$ cat config.mk
export PLATFORM = sky130hd
export DESIGN_NAME = config_saver_flat
export DESIGN_NICKNAME = d
export VERILOG_FILES = /design/src/rtl/config_saver_if.sv /design/src/rtl/config_saver.sv /design/src/flat_wrapper.sv
export SDC_FILE = /design/constraint.sdc
export NUM_CORES = 1
export LEC_CHECK = 0
export ABC_AREA = 1
export CORE_MARGIN = 3
export CORE_UTILIZATION = 45
export CTS_BUF_LIST = sky130_fd_sc_hd__clkbuf_8
export CTS_CLUSTER_SIZE = 14
export DETAILED_ROUTE_END_ITERATION = 8
export GPL_ROUTABILITY_DRIVEN = 0
export PLACE_DENSITY = 0.82
export SYNTH_ARGS = -nofsm -noshare
export SYNTH_HDL_FRONTEND = slang
export SYNTH_SLANG_ARGS = --single-unit
$ cat constraint.sdc
create_clock -name clk -period 2 [get_ports clk]
set_input_delay 0.4 -clock clk [delete_from_list [all_inputs] [get_ports clk]]
set_output_delay 0.4 -clock clk [all_outputs]
set_load 0.005 [all_outputs]
$ cat src/rtl/config_saver_if.sv
// SRAM path between the core and the SRAM pins, plus the core's idle flag.
// master: the core/pin side; slave: config_saver sitting in the path.
interface config_saver_if;
    logic [20:0] sram_addr_in;
    logic [7:0]  sram_data_in;
    logic        sram_we_n_in;
    logic        bus_idle;
    logic [20:0] sram_addr_out;
    logic [7:0]  sram_data_out;
    logic        sram_we_n_out;

    modport master (
        output sram_addr_in, sram_data_in, sram_we_n_in, bus_idle,
        input  sram_addr_out, sram_data_out, sram_we_n_out
    );

    modport slave (
        input  sram_addr_in, sram_data_in, sram_we_n_in, bus_idle,
        output sram_addr_out, sram_data_out, sram_we_n_out
    );
endinterface

$ cat src/rtl/config_saver.sv
// config_saver: persists the video configuration byte (VGA enable, scanlines
// enable) to a fixed SRAM location. Once the settings have been stable and
// different from the last saved value for SETTLE cycles (or a save is
// requested), it waits for an idle bus slot, takes over the SRAM path for
// WE_CYCLES+2 cycles to write the byte, then hands the bus back.
module config_saver #(
    parameter logic [20:0] CFG_ADDR  = 21'h008FD5,
    parameter int unsigned SETTLE    = 16,
    parameter int unsigned WE_CYCLES = 2
) (
    input  logic          clk,
    input  logic          rst_n,
    input  logic          vga_on,
    input  logic          scanlines_on,
    input  logic          save_req,
    config_saver_if.slave sram,
    output logic          busy,
    output logic          done
);
    typedef enum logic [2:0] {
        S_INIT,
        S_IDLE,
        S_WAIT_BUS,
        S_SETUP,
        S_WRITE,
        S_HOLD
    } state_t;

    localparam logic [7:0] SETTLE_LAST = 8'(SETTLE - 1);
    localparam logic [3:0] WE_LAST     = 4'(WE_CYCLES - 1);

    state_t     state, state_n;
    logic [7:0] cfg;
    logic [7:0] saved, saved_n;
    logic [7:0] latched, latched_n;
    logic [7:0] prev_cfg;
    logic [7:0] settle_cnt, settle_n;
    logic       pend, pend_n;
    logic [3:0] we_cnt, we_cnt_n;
    logic       busy_n, done_n;
    logic       cfg_changed, cfg_dirty;
    logic       takeover;

    assign cfg         = {6'b0, scanlines_on, vga_on};
    assign cfg_changed = (cfg != prev_cfg);
    assign cfg_dirty   = (cfg != saved);
    assign takeover    = (state == S_SETUP) || (state == S_WRITE) || (state == S_HOLD);

    // State and datapath registers; reset drops the bus immediately.
    always_ff @(posedge clk or negedge rst_n) begin
        if (!rst_n) begin
            state      <= S_INIT;
            saved      <= '0;
            latched    <= '0;
            prev_cfg   <= '0;
            settle_cnt <= '0;
            pend       <= 1'b0;
            we_cnt     <= '0;
            busy       <= 1'b0;
            done       <= 1'b0;
        end else begin
            state      <= state_n;
            saved      <= saved_n;
            latched    <= latched_n;
            prev_cfg   <= cfg;
            settle_cnt <= settle_n;
            pend       <= pend_n;
            we_cnt     <= we_cnt_n;
            busy       <= busy_n;
            done       <= done_n;
        end
    end

    // Next-state logic: settle tracking, save scheduling and write sequencing.
    always_comb begin
        state_n   = state;
        saved_n   = saved;
        latched_n = latched;
        settle_n  = settle_cnt;
        pend_n    = pend | save_req;
        we_cnt_n  = we_cnt;
        done_n    = 1'b0;

        case (state)
            S_INIT: begin
                saved_n  = cfg;
                settle_n = '0;
                state_n  = S_IDLE;
            end
            S_IDLE: begin
                if (cfg_changed || !cfg_dirty) begin
                    settle_n = '0;
                end else if (settle_cnt != '1) begin
                    settle_n = settle_cnt + 8'd1;
                end
                // A value that changed this very cycle is not settled yet,
                // even if the counter happens to sit on the threshold.
                if (pend || (cfg_dirty && !cfg_changed && settle_cnt == SETTLE_LAST)) begin
                    latched_n = cfg;
                    pend_n    = 1'b0;
                    state_n   = S_WAIT_BUS;
                end
            end
            S_WAIT_BUS: begin
                settle_n = '0;
                if (sram.bus_idle) begin
                    state_n = S_SETUP;
                end
            end
            S_SETUP: begin
                settle_n = '0;
                we_cnt_n = WE_LAST;
                state_n  = S_WRITE;
            end
            S_WRITE: begin
                settle_n = '0;
                if (we_cnt == '0) begin
                    state_n = S_HOLD;
                end else begin
                    we_cnt_n = we_cnt - 4'd1;
                end
            end
            S_HOLD: begin
                saved_n  = latched;
                settle_n = '0;
                done_n   = 1'b1;
                state_n  = S_IDLE;
            end
            default: begin
                state_n = S_INIT;
            end
        endcase

        case (state_n)
            S_WAIT_BUS, S_SETUP, S_WRITE, S_HOLD: busy_n = 1'b1;
            S_IDLE:                               busy_n = pend_n || (cfg != saved_n);
            default:                              busy_n = 1'b0;
        endcase
    end

    // SRAM path mux: config write during takeover, core pass-through otherwise.
    always_comb begin
        sram.sram_addr_out = sram.sram_addr_in;
        sram.sram_data_out = sram.sram_data_in;
        sram.sram_we_n_out = sram.sram_we_n_in;
        if (takeover) begin
            sram.sram_addr_out = CFG_ADDR;
            sram.sram_data_out = latched;
            sram.sram_we_n_out = (state != S_WRITE);
        end
    end
endmodule
$ cat src/flat_wrapper.sv
// flat-port wrapper written by rule: the top's interface ports become plain ports
module config_saver_flat 
#(
    parameter logic [20:0] CFG_ADDR  = 21'h008FD5,
    parameter int unsigned SETTLE    = 16,
    parameter int unsigned WE_CYCLES = 2
)
  (clk, rst_n, vga_on, scanlines_on, save_req, busy, done, sram_sram_addr_in, sram_sram_data_in, sram_sram_we_n_in, sram_bus_idle, sram_sram_addr_out, sram_sram_data_out, sram_sram_we_n_out);
  config_saver_if sram_i ();
  input  logic clk;
  input  logic rst_n;
  input  logic vga_on;
  input  logic scanlines_on;
  input  logic save_req;
  output logic busy;
  output logic done;
  input wire logic [$bits(sram_i.sram_addr_in)-1:0] sram_sram_addr_in;
  input wire logic [$bits(sram_i.sram_data_in)-1:0] sram_sram_data_in;
  input wire logic [$bits(sram_i.sram_we_n_in)-1:0] sram_sram_we_n_in;
  input wire logic [$bits(sram_i.bus_idle)-1:0] sram_bus_idle;
  output wire logic [$bits(sram_i.sram_addr_out)-1:0] sram_sram_addr_out;
  output wire logic [$bits(sram_i.sram_data_out)-1:0] sram_sram_data_out;
  output wire logic [$bits(sram_i.sram_we_n_out)-1:0] sram_sram_we_n_out;
  assign sram_i.sram_addr_in = sram_sram_addr_in;
  assign sram_i.sram_data_in = sram_sram_data_in;
  assign sram_i.sram_we_n_in = sram_sram_we_n_in;
  assign sram_i.bus_idle = sram_bus_idle;
  assign sram_sram_addr_out = sram_i.sram_addr_out;
  assign sram_sram_data_out = sram_i.sram_data_out;
  assign sram_sram_we_n_out = sram_i.sram_we_n_out;
  config_saver #(.CFG_ADDR(CFG_ADDR), .SETTLE(SETTLE), .WE_CYCLES(WE_CYCLES)) u_core (.clk(clk), .rst_n(rst_n), .vga_on(vga_on), .scanlines_on(scanlines_on), .save_req(save_req), .sram(sram_i), .busy(busy), .done(done));
endmodule
After elaboration in Yosys (flattened, before gate mapping) --
Index checks and enable logic that the tools add are counted.
Storage, ports and cells: register bits after elaboration 30, input port bits 36, output and inout bits 32, word-level logic and storage cells 66
Operators by class: add/subtract/negate cells 2, equal/unequal tests 18, multiplexer cells 17, bitwise gates (word level) 1, reduce and logical (&&, ||, !) cells 19
Operator list (number):
- $pmux 8 s2 | 2
- $mux 8 | 3
- $mux 21 | 1
- $ne 2x8->1 | 2
- $pmux 3 s5 | 1
- $eq 3x2->1 const B | 4
- $eq 3x3->1 const B | 4
- $mux 3 | 3
- $add 8x1->8 const B | 1
- $eq 8x4->1 const B | 1
- $ne 8x8->1 const B | 1
- $pmux 4 s2 | 1
- $eq 3x1->1 const B | 2
- $reduce_and 2->1 | 3
- $logic_or 1x1->1 | 5
- $reduce_or 5->1 | 1
- $logic_not 4->1 | 1
- $mux 1 | 4
- $mux 4 | 1
- $reduce_bool 2->1 | 2
- $reduce_or 4->1 | 1
- $sub 4x1->4 const B | 1
- $logic_not 3->1 | 1
- $ne 3x1->1 const B | 1
- other kinds (8) | 10

Logic depth before layout (Yosys ltp) --
Gate-level depths: netlist of the first run.
word-level depth 10, gate-level depth with buffers 12, mapped depth without buffers 12

Least setup slack after synthesis of the first run --
Ideal clock, no wire load.
path kind reg-to-output, start reg u_core.state[2], end out sram_sram_addr_out[11], data arrival time 1308 ps, required time 1600 ps, setup slack 292 ps, stages on the path, launching flop included 9, buffers on the path 1, cells stage by stage dfrtp_1 -> nand2_1 -> inv_1 -> nor2_2 -> inv_2 -> nor2_4 -> inv_2 -> buf_6 -> or2_1
Between the ends: word-level cells in the longest chain between the ends 4, elaborated cells between the ends (all ways) 6, classes of those cells eq/ne: 3; mux: 1; reduce/logical: 2
RTL lines:
- start: declaration | line config_saver.sv:32 | state_t state, state_n;
- start signal: assignment | line config_saver.sv:62 | state <= state_n;
- $eq 3x2->1 / $eq 3x3->1 (equally long branches) | line config_saver.sv:47 | assign takeover = (state == S_SETUP) || (state == S_WRITE) || (state == S_HOLD);
- $logic_or 1x1->1 | line config_saver.sv:47
- $logic_or 1x1->1 (*) | line config_saver.sv:47
- $mux 21 (*) | line config_saver.sv:146 | if (takeover) begin
- end: declaration | line flat_wrapper.sv:21 | output wire logic [$bits(sram_i.sram_addr_out)-1:0] sram_sram_addr_out;
Mark *: on every way between the ends. The rest lies on a longest branch, timed or not.

Worst setup path after layout of the first run --
start reg u_core.state[0], end out sram_sram_addr_out[9]
Same word-level chain as after synthesis.

==> results of run 1 <==
## state kept, by name, summed over array words and instances (netlist names)
signal / flops
u_core.prev_cfg: 2
u_core.we_cnt: 4
u_core.latched: 2
u_core.state: 3
u_core.done: 1
u_core.busy: 1
u_core.settle_cnt: 8
u_core.pend: 1
u_core.saved: 8
## cells in the final DEF, fill, tap and decap left out, types with 2 or more instances in the layout
master / n
nor3_1: 2
nand3_1: 10
o21ai_0: 13
inv_1: 46
clkbuf_8: 6
inv_2: 9
nor2_4: 7
dfrtp_1: 29
buf_2: 21
or2_1: 2
clkdlybuf4s50_1: 35
nand4_1: 4
bufinv_16: 2
dlymetal6s2s_1: 2
o21ai_1: 4
nand2_2: 6
nor2_2: 8
buf_4: 33
nor2_1: 34
nand2_1: 49
a21oi_1: 5
ha_1: 3
xor2_1: 5
buf_6: 17
or2_4: 8
## worst paths after layout
kind,from,to,cells past startpoint
max,u_core.state[0],sram_sram_addr_out[9],9
min,vga_on,u_core.prev_cfg[0],1
max reg2reg,u_core.state[0],u_core.busy,14
min reg2reg,u_core.we_cnt[3],u_core.we_cnt[3],1
max in group asynchronous,rst_n,u_core.state[2],2
min in group asynchronous,rst_n,u_core.settle_cnt[7],2
## power by group through the flow
| stage | sequential (W) | combinational, W | clock, W |
|---|---|---|---|
| CTS | 0.000856 | 0.00247 | 0.000771 |
| detailed placement | 0.000856 | 0.00211 | 0 |
| global placement | 0.000846 | 0.00206 | 0 |
| finish | 0.000869 | 0.00267 | 0.000777 |
| floorplan | 0.000850 | 0.00102 | 0 |
| global route | 0.000882 | 0.00288 | 0.000805 |
## cell type report
type	count	area share
timing repair buffer	108	0.305
multi-input combinational	169	0.304
sequential	30	0.250
inverter	55	0.0702
clock buffer	6	0.0274
clock inverter	2	0.0199
tap	48	0.0199
timing repair inverter	2	0.00332
## repair_timing
item / 4_1_cts / 5_1_grt
hold buffers: 0 / 0
endpoints found under the setup margin: 30 / 32
cloned: 3 / 0
pin swaps: 8 / 6
resized for setup: 161 / 17
hold endpoints to repair: 0 / 0
setup buffers: 15 / 2
## through the flow
| step | hold slack (ns) | setup TNS [ns] |
|---|---|---|
| 2_1_floorplan | 0.104 | 0 |
| 3_3_place_gp | 0.450 | -1.55 |
| 3_5_place_dp | 0.462 | -4.05 |
| 4_1_cts | 0.471 | -1.40 |
| 5_1_grt | 0.353 | -5.96 |
| 6_report | 0.359 | -3.08 |
## worst max-delay path, stage by stage (launching register included)
cell,delay (ns)
dfrtp_1,0.42
nor2_2,0.07
nand2_2,0.08
inv_2,0.05
nor2_4,0.11
inv_2,0.06
nor2_4,0.21
inv_2,0.10
or2_4,0.24
buf_6,0.12
## cells in the mapped netlist, drive strengths merged
master,count,area share
buf,3,0.015
o21ai,18,0.052
o22ai,1,0.0035
nor3,4,0.017
o211ai,1,0.0042
xor2,5,0.024
nor4,1,0.0035
nor2,49,0.11
o21bai,1,0.0042
or2,10,0.035
nand4,4,0.014
nor3b,1,0.0042
a21oi,5,0.014
inv,55,0.11
nand3,11,0.033
dfrtp,30,0.42
nand2,55,0.12
ha,3,0.021
## routing by layer
metal,part of all wire,GRT usage
met5,0,0
met3,0.060,0.0507
met1,0.39,0.263
met4,0.032,0.104
met2,0.51,0.426
## logic make-up (layout without fill, tap and decap cells)
kind of cell / after synthesis / after routing
simple gates: 135 / 135
buf+inv: 58 / 173
flops: 30 / 30
compound gates: 26 / 26
xor+xnor: 5 / 5
fa+ha+maj: 3 / 3
==> impl_results.rst, run 1 <==
.. list-table::
   :header-rows: 1

   * - Metric
     - Value
   * - Result of the run
     - finished with violations
   * - Violated checks
     - setup timing
   * - Parity-gate share of the synthesized area counting xor and xnor cells
     - 0.0242
   * - Remaining global-route overflow
     - 0
   * - Placed Instances
     - 395
   * - Class of the worst hold path
     - in2reg
   * - Post-route insts no fill
     - 420
   * - Total of flip-flops plus latches after synthesis
     - 30
   * - Fin nets
     - 410
   * - Per-instance average area after synthesis
     - 7.03 um^2
   * - Share of layout cells above drive strength 1
     - 0.333
   * - Vias
     - 2074
   * - Router iterations before antenna repair
     - 4
   * - Layout overhead on the synthesized area
     - 66.6%
   * - Antenna violations before repair
     - 0
   * - Detail-routed net length per standard cell
     - 14.3 um
   * - Worst Path Class, Setup
     - reg2out
   * - Worst EP arrival
     - 1.75 ns
   * - Proportion of synthesized area in mux cells
     - 0
   * - Slack of the worst reg-to-reg path
     - 0.08 ns
   * - Cts bufs inserted
     - 5
   * - I/O pin count
     - 68
   * - Row Count
     - 22
   * - Switching Fraction
     - 0.398
   * - Required time at the worst-slack endpoint
     - 1.60 ns
   * - Total placed instance area
     - 2710 um^2
   * - CTS root buffer
     - clkbuf_8
   * - Mapped Area
     - 1810 um^2
   * - Register area
     - 752 um^2
   * - Synthesized instance count
     - 257
   * - Post-layout min period
     - 2.15 ns
   * - Later-pin clock latency in the skew report
     - 0.29 ns
   * - Highest clock frequency the design can meet
     - 465 MHz
   * - Count of filler cells inserted in the layout
     - 235
   * - Power consumption
     - 0.00432 W
   * - Clock Sinks
     - 30
   * - Fin. max-slew vios
     - 0
   * - Share of power burned in combinational logic
     - 0.619
   * - Detailed placement HPWL
     - 3610 um
   * - Clock tree from TritonCTS
     - done
   * - Simple-gate area share of the yosys netlist
     - 0.333
   * - Pre-CTS setup slack
     - -0.198 ns
   * - Yosys warns
     - 0
   * - Vias per cell
     - 4.94
   * - LEAKAGE
     - 1.61 nW
   * - Summed area of non-filler cells in the final layout
     - 3010 um^2
   * - Power spent charging and discharging nets
     - 0.00172 W
   * - # H-tree levels
     - 2
   * - Max-cap check violation count
     - 0
   * - Portion of the post-synthesis area used by sequential elements
     - 0.415
   * - Core area
     - 3770 um^2
   * - Transition time of the tightest slew-check pin
     - 0.507 ns
   * - Peak supply drop
     - 1230 uV
   * - Critical Path Source Type
     - flop
   * - # diodes
     - 0
   * - Max Fanout on Critical Path
     - 5
   * - CTS clk-pin slew, worst paths
     - 0.07 ns
   * - Number of port buffers
     - 67
   * - Max Clock Skew
     - 0.0114 ns
   * - Starting density of the core
     - 0.479
   * - Share of power burned in registers
     - 0.201
   * - Max transition margin
     - 0.660
   * - Post-synthesis net count
     - 296
   * - Antenna Violating Nets Remaining
     - 0
   * - Pwr Density
     - 1430 nW/um^2
   * - Final Hold Vio Count
     - 0
   * - Clock share of power
     - 0.180
   * - Area fraction in compound gates after synthesis
     - 0.0775
   * - Share of the clock period used by the worst path after layout
     - 1.08
   * - Die width
     - 69.4 um
   * - Largest net degree at the start of global routing
     - 31
   * - Adder and majority cell fraction of the synthesized area
     - 0.0208
   * - Die Ht
     - 69.4 um
   * - Multi-input logic area
     - 917 um^2
   * - Die area
     - 4810 um^2
   * - Number of DRC markers after the initial detailed-route iteration
     - 95
   * - Post-route setup slack
     - -0.152 ns
   * - # setup viols final
     - 29
   * - Pint
     - 0.00260 W
   * - Total Routing Usage GR
     - 0.235
   * - Number of unique standard cell types used by synthesis
     - 28
   * - Number of remaining DRC errors
     - 0
   * - WL final
     - 6020 um
   * - RSZ-0062 raised after global routing
     - yes
   * - Dominant combinational cell family by area after synthesis
     - simple AND/OR/NAND/NOR gates
   * - Sort of element at the end of the critical path
     - primary output
   * - Number of buffers on the longest clock path
     - 2
   * - Global-route wire length before repair
     - 9200 um
   * - Utilization after layout
     - 0.799
   * - Vias in the first global route
     - 2072
Power figures use the tool's default switching activity.
==> inputs of run 2 (changes only) <==
--- a/config.mk
+++ b/config.mk
@@ -9,6 +9,7 @@
 export CORE_MARGIN = 3
 export CORE_UTILIZATION = 45
 export CTS_BUF_LIST = sky130_fd_sc_hd__clkbuf_8
+export CTS_CLUSTER_DIAMETER = 30
 export CTS_CLUSTER_SIZE = 14
 export DETAILED_ROUTE_END_ITERATION = 8
 export GPL_ROUTABILITY_DRIVEN = 0
==> results of run 2 <==
The final DEF is identical to that of run 1; final timing and power are the same.
==> inputs of run 3 (changes only) <==
--- a/config.mk
+++ b/config.mk
@@ -8,7 +8,7 @@
 export ABC_AREA = 1
 export CORE_MARGIN = 3
 export CORE_UTILIZATION = 45
-export CTS_BUF_LIST = sky130_fd_sc_hd__clkbuf_8
+export CTS_BUF_LIST = sky130_fd_sc_hd__clkbuf_2 sky130_fd_sc_hd__clkbuf_4 sky130_fd_sc_hd__clkbuf_8
 export CTS_CLUSTER_DIAMETER = 30
 export CTS_CLUSTER_SIZE = 14
 export DETAILED_ROUTE_END_ITERATION = 8
==> results of run 3 <==
The final DEF is identical to that of run 1; final timing and power are the same.
